$ cat config.mk
export PLATFORM = sky130hd
export DESIGN_NAME = snake_game_ctrl
export DESIGN_NICKNAME = d
export VERILOG_FILES = /design/src/rtl/snake_game_ctrl.sv
export SDC_FILE = /design/constraint.sdc
export NUM_CORES = 1
export LEC_CHECK = 0
export CAP_MARGIN = 10
export CORE_UTILIZATION = 40
export DETAILED_ROUTE_END_ITERATION = 12
export PLACE_DENSITY = 0.67
export SETUP_SLACK_MARGIN = 0.5
export SYNTH_ARGS = -nofsm -noshare
export SYNTH_HDL_FRONTEND = slang
export SYNTH_SLANG_ARGS = --single-unit
$ cat constraint.sdc
create_clock -name clk -period 2.4 [get_ports clk]
set_clock_uncertainty 0.1 [all_clocks]
set_input_delay 0.48 -clock clk [delete_from_list [all_inputs] [get_ports clk]]
set_output_delay 0.48 -clock clk [all_outputs]
set_load 0.03 [all_outputs]
$ cat src/rtl/snake_game_ctrl.sv
// snake_game_ctrl: button conditioning, IDLE/PLAY/PAUSE/OVER game FSM,
// movement tick scheduling with reversal-protected direction, length/score.
module snake_game_ctrl #(
    parameter int unsigned TICK_CYCLES = 10000000,
    parameter int unsigned DEB_CYCLES  = 1000000,
    parameter int unsigned MAX_LEN     = 30,
    parameter int unsigned INIT_LEN    = 5
) (
    input  logic              clk,
    input  logic              reset,
    input  logic              start,
    input  logic              left,
    input  logic              right,
    input  logic              up,
    input  logic              down,
    input  logic              food_eaten,
    input  logic              self_hit,
    output logic              move_tick,
    output logic              clear,
    output logic signed [1:0] dir_x,
    output logic signed [1:0] dir_y,
    output logic [7:0]        snake_len,
    output logic [15:0]       score,
    output logic [1:0]        state
);

    localparam int unsigned NBTN    = 5;
    localparam int unsigned TW      = $clog2(TICK_CYCLES);
    localparam int unsigned DW      = $clog2(DEB_CYCLES);
    localparam int unsigned B_START = 0;
    localparam int unsigned B_LEFT  = 1;
    localparam int unsigned B_RIGHT = 2;
    localparam int unsigned B_UP    = 3;
    localparam int unsigned B_DOWN  = 4;

    typedef enum logic [1:0] {
        S_IDLE  = 2'b00,
        S_PLAY  = 2'b01,
        S_PAUSE = 2'b10,
        S_OVER  = 2'b11
    } state_t;

    logic [NBTN-1:0]         btn_raw;
    logic [NBTN-1:0]         sync1;
    logic [NBTN-1:0]         sync2;
    logic [NBTN-1:0]         deb;
    logic [NBTN-1:0]         deb_d;
    logic [NBTN-1:0]         press;
    logic [NBTN-1:0][DW-1:0] deb_cnt;

    state_t                  state_q;
    state_t                  state_n;
    logic [TW-1:0]           cnt_q;
    logic [TW-1:0]           cnt_n;
    logic signed [1:0]       pend_x;
    logic signed [1:0]       pend_y;
    logic signed [1:0]       pend_x_n;
    logic signed [1:0]       pend_y_n;
    logic signed [1:0]       dir_x_n;
    logic signed [1:0]       dir_y_n;
    logic [7:0]              len_n;
    logic [15:0]             score_n;
    logic                    tick_n;
    logic                    clear_n;

    logic                    cand_vld;
    logic signed [1:0]       cand_x;
    logic signed [1:0]       cand_y;
    logic signed [1:0]       neg_x;
    logic signed [1:0]       neg_y;
    logic                    leaving;

    assign btn_raw = {down, up, right, left, start};
    assign state   = state_q;

    // Synchronize, debounce with a stability counter, and pulse on debounced rise
    always_ff @(posedge clk or negedge reset) begin
        if (!reset) begin
            sync1   <= '0;
            sync2   <= '0;
            deb     <= '0;
            deb_d   <= '0;
            press   <= '0;
            deb_cnt <= '0;
        end else begin
            sync1 <= btn_raw;
            sync2 <= sync1;
            for (int i = 0; i < int'(NBTN); i++) begin
                if (sync2[i] == deb[i]) begin
                    deb_cnt[i] <= '0;
                end else if (deb_cnt[i] == DW'(DEB_CYCLES - 1)) begin
                    deb[i]     <= sync2[i];
                    deb_cnt[i] <= '0;
                end else begin
                    deb_cnt[i] <= deb_cnt[i] + DW'(1);
                end
            end
            deb_d <= deb;
            press <= deb & ~deb_d;
        end
    end

    // Direction candidate by press priority left > right > up > down
    always_comb begin
        cand_vld = 1'b1;
        cand_x   = 2'sb00;
        cand_y   = 2'sb00;
        if (press[B_LEFT]) begin
            cand_x = 2'sb11;
        end else if (press[B_RIGHT]) begin
            cand_x = 2'sb01;
        end else if (press[B_UP]) begin
            cand_y = 2'sb11;
        end else if (press[B_DOWN]) begin
            cand_y = 2'sb01;
        end else begin
            cand_vld = 1'b0;
        end
        neg_x = -dir_x;
        neg_y = -dir_y;
    end

    // Game state register and datapath-facing outputs
    always_ff @(posedge clk or negedge reset) begin
        if (!reset) begin
            state_q   <= S_IDLE;
            cnt_q     <= '0;
            pend_x    <= 2'sb00;
            pend_y    <= 2'sb01;
            dir_x     <= 2'sb00;
            dir_y     <= 2'sb01;
            snake_len <= 8'(INIT_LEN);
            score     <= '0;
            move_tick <= 1'b0;
            clear     <= 1'b0;
        end else begin
            state_q   <= state_n;
            cnt_q     <= cnt_n;
            pend_x    <= pend_x_n;
            pend_y    <= pend_y_n;
            dir_x     <= dir_x_n;
            dir_y     <= dir_y_n;
            snake_len <= len_n;
            score     <= score_n;
            move_tick <= tick_n;
            clear     <= clear_n;
        end
    end

    // Next-state: game transitions, eat accounting, pending/committed direction, tick
    always_comb begin
        state_n  = state_q;
        cnt_n    = cnt_q;
        pend_x_n = pend_x;
        pend_y_n = pend_y;
        dir_x_n  = dir_x;
        dir_y_n  = dir_y;
        len_n    = snake_len;
        score_n  = score;
        tick_n   = 1'b0;
        clear_n  = 1'b0;
        leaving  = self_hit | press[B_START];

        case (state_q)
            S_IDLE: begin
                if (press[B_START]) begin
                    state_n  = S_PLAY;
                    score_n  = '0;
                    len_n    = 8'(INIT_LEN);
                    dir_x_n  = 2'sb00;
                    dir_y_n  = 2'sb01;
                    pend_x_n = 2'sb00;
                    pend_y_n = 2'sb01;
                    cnt_n    = '0;
                    clear_n  = 1'b1;
                end
            end
            S_PLAY: begin
                if (food_eaten) begin
                    if (score != 16'hFFFF) score_n = score + 16'd1;
                    if (snake_len < 8'(MAX_LEN)) len_n = snake_len + 8'd1;
                end
                if (cand_vld && !((cand_x == neg_x) && (cand_y == neg_y))) begin
                    pend_x_n = cand_x;
                    pend_y_n = cand_y;
                end
                // The clear cycle does not advance the phase; leaving PLAY freezes it
                if (!leaving && !clear) begin
                    if (cnt_q == TW'(TICK_CYCLES - 1)) begin
                        cnt_n   = '0;
                        dir_x_n = pend_x;
                        dir_y_n = pend_y;
                        tick_n  = 1'b1;
                    end else begin
                        cnt_n = cnt_q + TW'(1);
                    end
                end
                if (self_hit) begin
                    state_n = S_OVER;
                end else if (press[B_START]) begin
                    state_n = S_PAUSE;
                end
            end
            S_PAUSE: begin
                if (press[B_START]) state_n = S_PLAY;
            end
            S_OVER: begin
                if (press[B_START]) state_n = S_IDLE;
            end
            default: state_n = S_IDLE;
        endcase
    end

endmodule

==> results of run 1 <==
-- Yosys cell counts (13+ instances only) --
library cell / n
dfrtp_1: 181
nand2_1: 72
inv_1: 16
clkbuf_1: 23
xnor2_1: 52
and4_1: 13
nor3_1: 30
nand3_1: 48
xor2_1: 64
a21oi_1: 13
nand4_1: 39
nor4_1: 18
and2_1: 13
and3_1: 20
o21ai_0: 18
nor2_1: 154
-- metal layers --
layer,up-vias,part of all wire (%),track usage [%]
li1,3377,-,-
met1,3412,47,24.6
met2,151,48,27.7
met3,34,3.8,3.28
met4,0,1.6,5.15
met5,-,0,0
-- power by group through the flow --
stage                     sequential [mW]  clock, mW  combinational, mW
after floorplan                      3.22          0             0.0698
after global placement               3.23          0              0.169
after detailed placement             3.23          0              0.172
after CTS                            3.17       3.15              0.185
after global routing                 3.17       3.28              0.224
final                                3.17       3.09              0.195
-- worst register-to-register path, cell delays in order, from the launching register on --
cell and delay, ps:
dfrtp_1 380, or4b_4 530, or4_4 420, or2_4 290, buf_6 150, a31oi_2 180
a31oi_1 60
-- cell usage in the layout (no fill, tap or decap), types with 12 or more instances in the layout --
cell           instances
nor4_1                14
nand4_1               39
nand2_1               71
buf_4                 54
dlygate4sd2_1         13
inv_1                 15
nor3_1                25
nor2_1               144
xor2_1                63
dfrtp_1              173
o21ai_0               15
nand3_1               44
xnor2_1               52
and3_1                18
clkbuf_16             17
and2_1                12
-- flip-flops by register name, indices dropped and copies added, names as in the netlist --
signal	flops
sync1	5
sync2	5
move_tick	1
snake_len	8
dir_x	2
deb_cnt	100
score	16
pend_x	2
clear	1
deb_d	5
press	5
state	2
deb	5
dir_y	2
cnt_q	24
pend_y	2
-- stage by stage --
stage | setup TNS (ps) | cell area (um2) | total power [mW]
after global placement | -21.1 | 9880 | 3.40
after global routing | 0 | 11000 | 6.67
after detailed placement | -422 | 9880 | 3.40
after CTS | 0 | 10700 | 6.51
final | 0 | 11000 | 6.45
after floorplan | 0 | 9000 | 3.29
-- worst min-delay path by stage --
stage,startpoint,endpoint
2_1_floorplan,reset,clear
3_3_place_gp,sync1[2],sync2[2]
3_5_place_dp,sync1[2],sync2[2]
4_1_cts,sync1[2],sync2[2]
5_1_grt,sync1[0],sync2[0]
6_report,sync1[0],sync2[0]
-- logic make-up after synthesis --
family	share of synthesized area (%)
buffers and inverters	2.21
xor gates and xnor gates	11.4
adders and majority gates	1.12
muxes	0.745
and+or+nand+nor	27.0
DFF	52.1
AOI/OAI and AO/OA	5.41
-- layout make-up --
| class | count | area, um2 |
|---|---|---|
| clock buffers | 20 | 467 |
| clock inverters | 12 | 181 |
| fillers | 1988 | 10800 |
| inverters | 16 | 60.1 |
| multi-input cells | 683 | 4440 |
| flip-flops and latches | 185 | 4640 |
| well taps | 280 | 350 |
| repair buffers | 105 | 902 |
-- what timing repair did --
action / 4_1_cts / 5_1_grt
pin swaps: 16 / 34
buffers inserted: 6 / 21
gates cloned: 5 / 2
hold buffers: 1 / 0
hold endpoints to repair: 51 / 0
endpoints found under the setup margin: 168 / 156
gates resized for setup: 93 / 67
==> results.md, run 1 <==
- DIE AREA: 22900 um2
- Crit path largest cell delay: ~530 ps
- Share of cells above drive strength 1: 19.3%
- Net Sw Frac: a little over a fifth
- Worst slew pin tran: 526 ps
- Clock Sink Count: 185
- FF-to-FF path depth: 6
- Largest cells by area after synthesis: dfrtp_1 (51%), nor2_1 (6.5%), xor2_1 (6.3%)
- Power per Cell Area: 584 nW/um2
- Layout area overhead: 24.1%
- P_sw: 1.40 mW
- Main synth FF type: dfrtp_1
- Drt via density: 5.36
- Antenna-violating nets left: 0
- Post-synth top area share: about half
- WP data required: between 2000 and 3000 ps
- Vias in the first global route: 6561
- Max-Cap Viols: 0
- Final Hold Violating Endpoints: 0
- Vias: approximately 7.0k
- Hold_ws: 246 ps
- First-pass GRT wire length: 32000 um
- Crit path max-delay family: simple AND/OR/NAND/NOR gates
- IO Count: 41
- Pleak: 4.79 nW
- P_int: 5.06 mW
- Htree depth: 4
- Crit path max fanout: 7
- Port bufs: 40
- Post-Place Cells: 1234
- RSZ-0062 raised after global routing: yes
- Initial DRT Pass Iterations: 5
- Element type at the critical path end: flip-flop
- Part of the power in combinational logic: about 3.0%
- WL final: 19300 um
- Post-Synthesis Cell Area: 8900 um2
- DRC: 0
- Hold WC Path Type: reg2reg
- RePlAce Congestion: 0.844
- Sequential power share: 49.1%
- RR Startpoint: cnt_q[18]
- Initial antenna violation count: 0
- Starting Density: 40.8%
- Final HPWL DP: 12200 um
- Yosys cell types: 65
- Final setup fails: 0
- WP buf/inv: 1
- Avg Inst Size Synth: around 9.8 um2
- Final nets: 1025
- Crit path from: cnt_q[18]
- Number of flops mapped to enable cells by yosys: 0
- CTS tree: done
- Crit path max-delay cell type: or4b_4
- Num CTS Buffers: 17
- Syn_nets: 924
- Finished Core Util: 50.6%
- Max Root-Sink Buffers: 2
- Final min period: 2230 ps
- Clock share of power: 47.8%
- FF-to-FF End: cnt_q[16]
- Worst vdd ir: 423 uV
- Clk slew on worst S/H paths: 70 ps
- FF-to-FF setup slack: between 150 and 200 ps
- Status: completed
- Congestion Overflow GR: 0
- Async set-reset flop share out of synthesis: 100%
- Worst-Skew Late Latency: 430 ps
- Maximum clock rate: ~450 MHz
- Critical Path Stages: 6
- Seq/Total Area, Yosys: 52.1%
- Final Cycle Share: 93.0%
- Critical Path Sink: cnt_q[16]
- Die width: between 150 and 200 um
- Core footprint: 21800 um2
- Worst setup margin: 168 ps
- CP Class: reg2reg
- Largest net degree at the start of global routing: 55
- Cell taking the most area after synthesis: dfrtp_1
- Hold Path Depth: 0
- Wire per inst: around 15 um
- CTS root buf: clkbuf_16
- Crit path cell chain: or4b_4 > or4_4 > or2_4 > buf_6 > a31oi_2 > a31oi_1
- Synthesis warning total: 0
- Initial DRC Count: roughly 390
- Die Y-Extent: 151 um
- #FFs+latches synth: 185
- Cell Rows: 54
- Layout Cells excl Fill: between 1k and 1.5k
- Max-slew violation count: 0
- Post-Place Worst Slack: -144 ps
- Antenna cell count: 0
- Slew headroom: 64.6%
- Crit path DAT: 2440 ps
- Total GRT Usage: between 15 and 20%
- Synth Instances: 907
- CP Launch Type: flip-flop
(Power assumes the default switching activity.)
==> run 2: changes to the inputs <==
--- a/config.mk
+++ b/config.mk
@@ -6,9 +6,9 @@
 export NUM_CORES = 1
 export LEC_CHECK = 0
 export CAP_MARGIN = 10
-export CORE_UTILIZATION = 40
+export CORE_UTILIZATION = 55
 export DETAILED_ROUTE_END_ITERATION = 12
-export PLACE_DENSITY = 0.67
+export PLACE_DENSITY = 0.85
 export SETUP_SLACK_MARGIN = 0.5
 export SYNTH_ARGS = -nofsm -noshare
 export SYNTH_HDL_FRONTEND = slang
==> run 2 against run 1 <==
Compared with the run above: wire length increased by 9.2%; count of clock-buffer cells in the layout unchanged; maximum frequency decreased by 0.42%; core utilization increased by 19 points; first-iteration DRC count increased by 14%; sequential power about the same; register-to-register slack about the same.
==> results.md, run 2 (synthesis gave the netlist of run 1 again) <==
- Crit path cell chain: or4b_4 > or4_4 > or2_4 > and4_1 > a211o_1
- Initial DRT Pass Iterations: 5
- Placed inst area: between 9000 and 10000 um2
- IO Count: just over 40
- P_int: around 4.8 mW
- Element type at the critical path end: flip-flop
- Port bufs: 40
- Antenna cell count: 0
- RSZ-0062 raised after global routing: yes
- Most common cell after layout, fill and taps aside: dfrtp_1
- Final Hold Violating Endpoints: 0
- Largest registers: deb_cnt: 100 flops, cnt_q: 24 flops, score: 16 flops
- Num CTS Buffers: 17
- Post-Route Setup TNS: 0 ps
- Wire per inst: 17.1 um
- Final setup fails: 0
- Vias in the first global route: 6961
- Pleak: 4.74 nW
- Max reg flops: 100
- Crit path DAT: roughly 2500 ps
- Most frequent cells in the layout: dfrtp_1 (173), nor2_1 (126), nand2_1 (71)
- Total GRT Usage: about a quarter
- CTS root buf: clkbuf_16
- Worst setup margin: 159 ps
- Hold WC Path Type: reg2reg
- Crit path max-delay cell type: or4b_4
- Maximum clock rate: 446 MHz
- RePlAce Congestion: 0.867
- Hold_ws: roughly 250 ps
- Met2 usage: 42.4%
- Top reg by flops: deb_cnt
- Slew headroom: 63.3%
- Final min period: 2240 ps
- Final nets: 1021
- Status: completed
- Max-Cap Viols: 0
- Sequential power share: 51.7%
- Share of cells above drive strength 1: approximately a fifth
- Max Root-Sink Buffers: 2
- Drt via density: 5.89
- Starting Density: 56.2%
- Initial DRC Count: 441
- Largest net degree at the start of global routing: 66
- Final instance area: 11000 um2
- Die width: ~130 um
- Fill cells: 1097
- Die Y-Extent: 129 um
- Final HPWL DP: 12400 um
- GRT busiest layer: met2
- Antenna-violating nets left: 0
- Clock Sink Count: 185
- CP Class: reg2reg
- DIE AREA: 16700 um2
- Congestion Overflow GR: 0
- Layout area overhead: 23.7%
- WL final: 21100 um
- DRC: 0
- Cell Rows: 46
- P_sw: about 1.4 mW
- Part of the power in combinational logic: 3.5%
- Overall Power: 6.14 mW
- Crit path largest cell delay: ~540 ps
- Worst vdd ir: 904 uV
- Clock share of power: between 40 and 50%
- Initial antenna violation count: 0
- WP data required: 2620 ps
- Post-Place Worst Slack: -61.9 ps
- Htree depth: 4
- Vias: around 7.3k
- Routing usage on met3: 5.57%
- Max-slew violation count: 0
- Worst slew pin tran: roughly 550 ps
- M1 GR Usage: roughly a third
- Crit path max fanout: 5
- Worst-Skew Late Latency: roughly 440 ps
- Power per Cell Area: 557 nW/um2
- Net Sw Frac: 22.1%
- Core footprint: between 15000 and 20000 um2
- Clk slew on worst S/H paths: 70 ps
- First-pass GRT wire length: 32800 um
- Final Cycle Share: 93.4%
- CTS tree: done
- CP Launch Type: flip-flop
[run 2: cell types whose count changed in the layout (fill, tap and decap cells not counted), moves of 5 or more]
| cell | delta |
|---|---|
| buf_4 | -7 |
| inv_6 | -5 |
| nor2_1 | -18 |
| nor2_2 | +10 |
| nor2_4 | +8 |
[run 2: layout make-up]
cell class	instances	area [um2]	area share, %
flip-flops and latches	185	4640	42.2
multi-input cells	683	4540	41.2
repair buffers	101	921	8.36
clock buffers	20	447	4.06
well taps	216	270	2.45
clock inverters	12	126	1.15
inverters	16	63.8	0.579
[run 2: worst paths after layout]
| path | startpoint | slack [ps] | end | cells after the start |
|---|---|---|---|---|
| worst max-delay path | cnt_q[18] | 160 | cnt_q[23] | 5 |
| worst min-delay path | sync1[4] | 250 | sync2[4] | 0 |
| worst max register to register | cnt_q[18] | 160 | cnt_q[23] | 5 |
| worst min register to register | sync1[4] | 250 | sync2[4] | 0 |
| max in group asynchronous | reset | 990 | dir_y[0] | 3 |
| min in group asynchronous | reset | 500 | snake_len[7] | 2 |
[run 2: what timing repair did]
item	4_1_cts	5_1_grt
buffers inserted	8	14
endpoints found under the hold margin	58	0
resized for setup	80	104
setup endpoints to repair	177	153
cloned	4	5
pin swaps	12	50
hold buffers	1	0
[run 2: critical path: cells and delay by family, from the launching register on]
family             cells  cell delay, ps
AOI/OAI and AO/OA      1             230
DFF                    1             380
and+or+nand+nor        4            1420
[run 2: metal layers]
metal	wire (um)	share of wire, %	up-vias
li1	-	-	3362
met1	8830	42	3623
met2	10800	51	244
met3	1140	5.4	39
met4	345	1.6	0
met5	0	0	-
[run 2: power by group through the flow]
| stage | combinational, mW | clock [mW] | sequential, mW |
|---|---|---|---|
| final | 0.216 | 2.75 | 3.17 |
| after global routing | 0.243 | 2.90 | 3.17 |
| after CTS | 0.182 | 2.77 | 3.17 |
| after detailed placement | 0.169 | 0 | 3.23 |
| after global placement | 0.165 | 0 | 3.23 |
| after floorplan | 0.0698 | 0 | 3.22 |
[run 2: stage by stage]
step | instances | util, %
6_report | 1233 | 69.6
5_1_grt | 1233 | 69.6
2_1_floorplan | 907 | -
3_3_place_gp | 1169 | 61.9
3_5_place_dp | 1169 | 61.9
4_1_cts | 1214 | 66.6
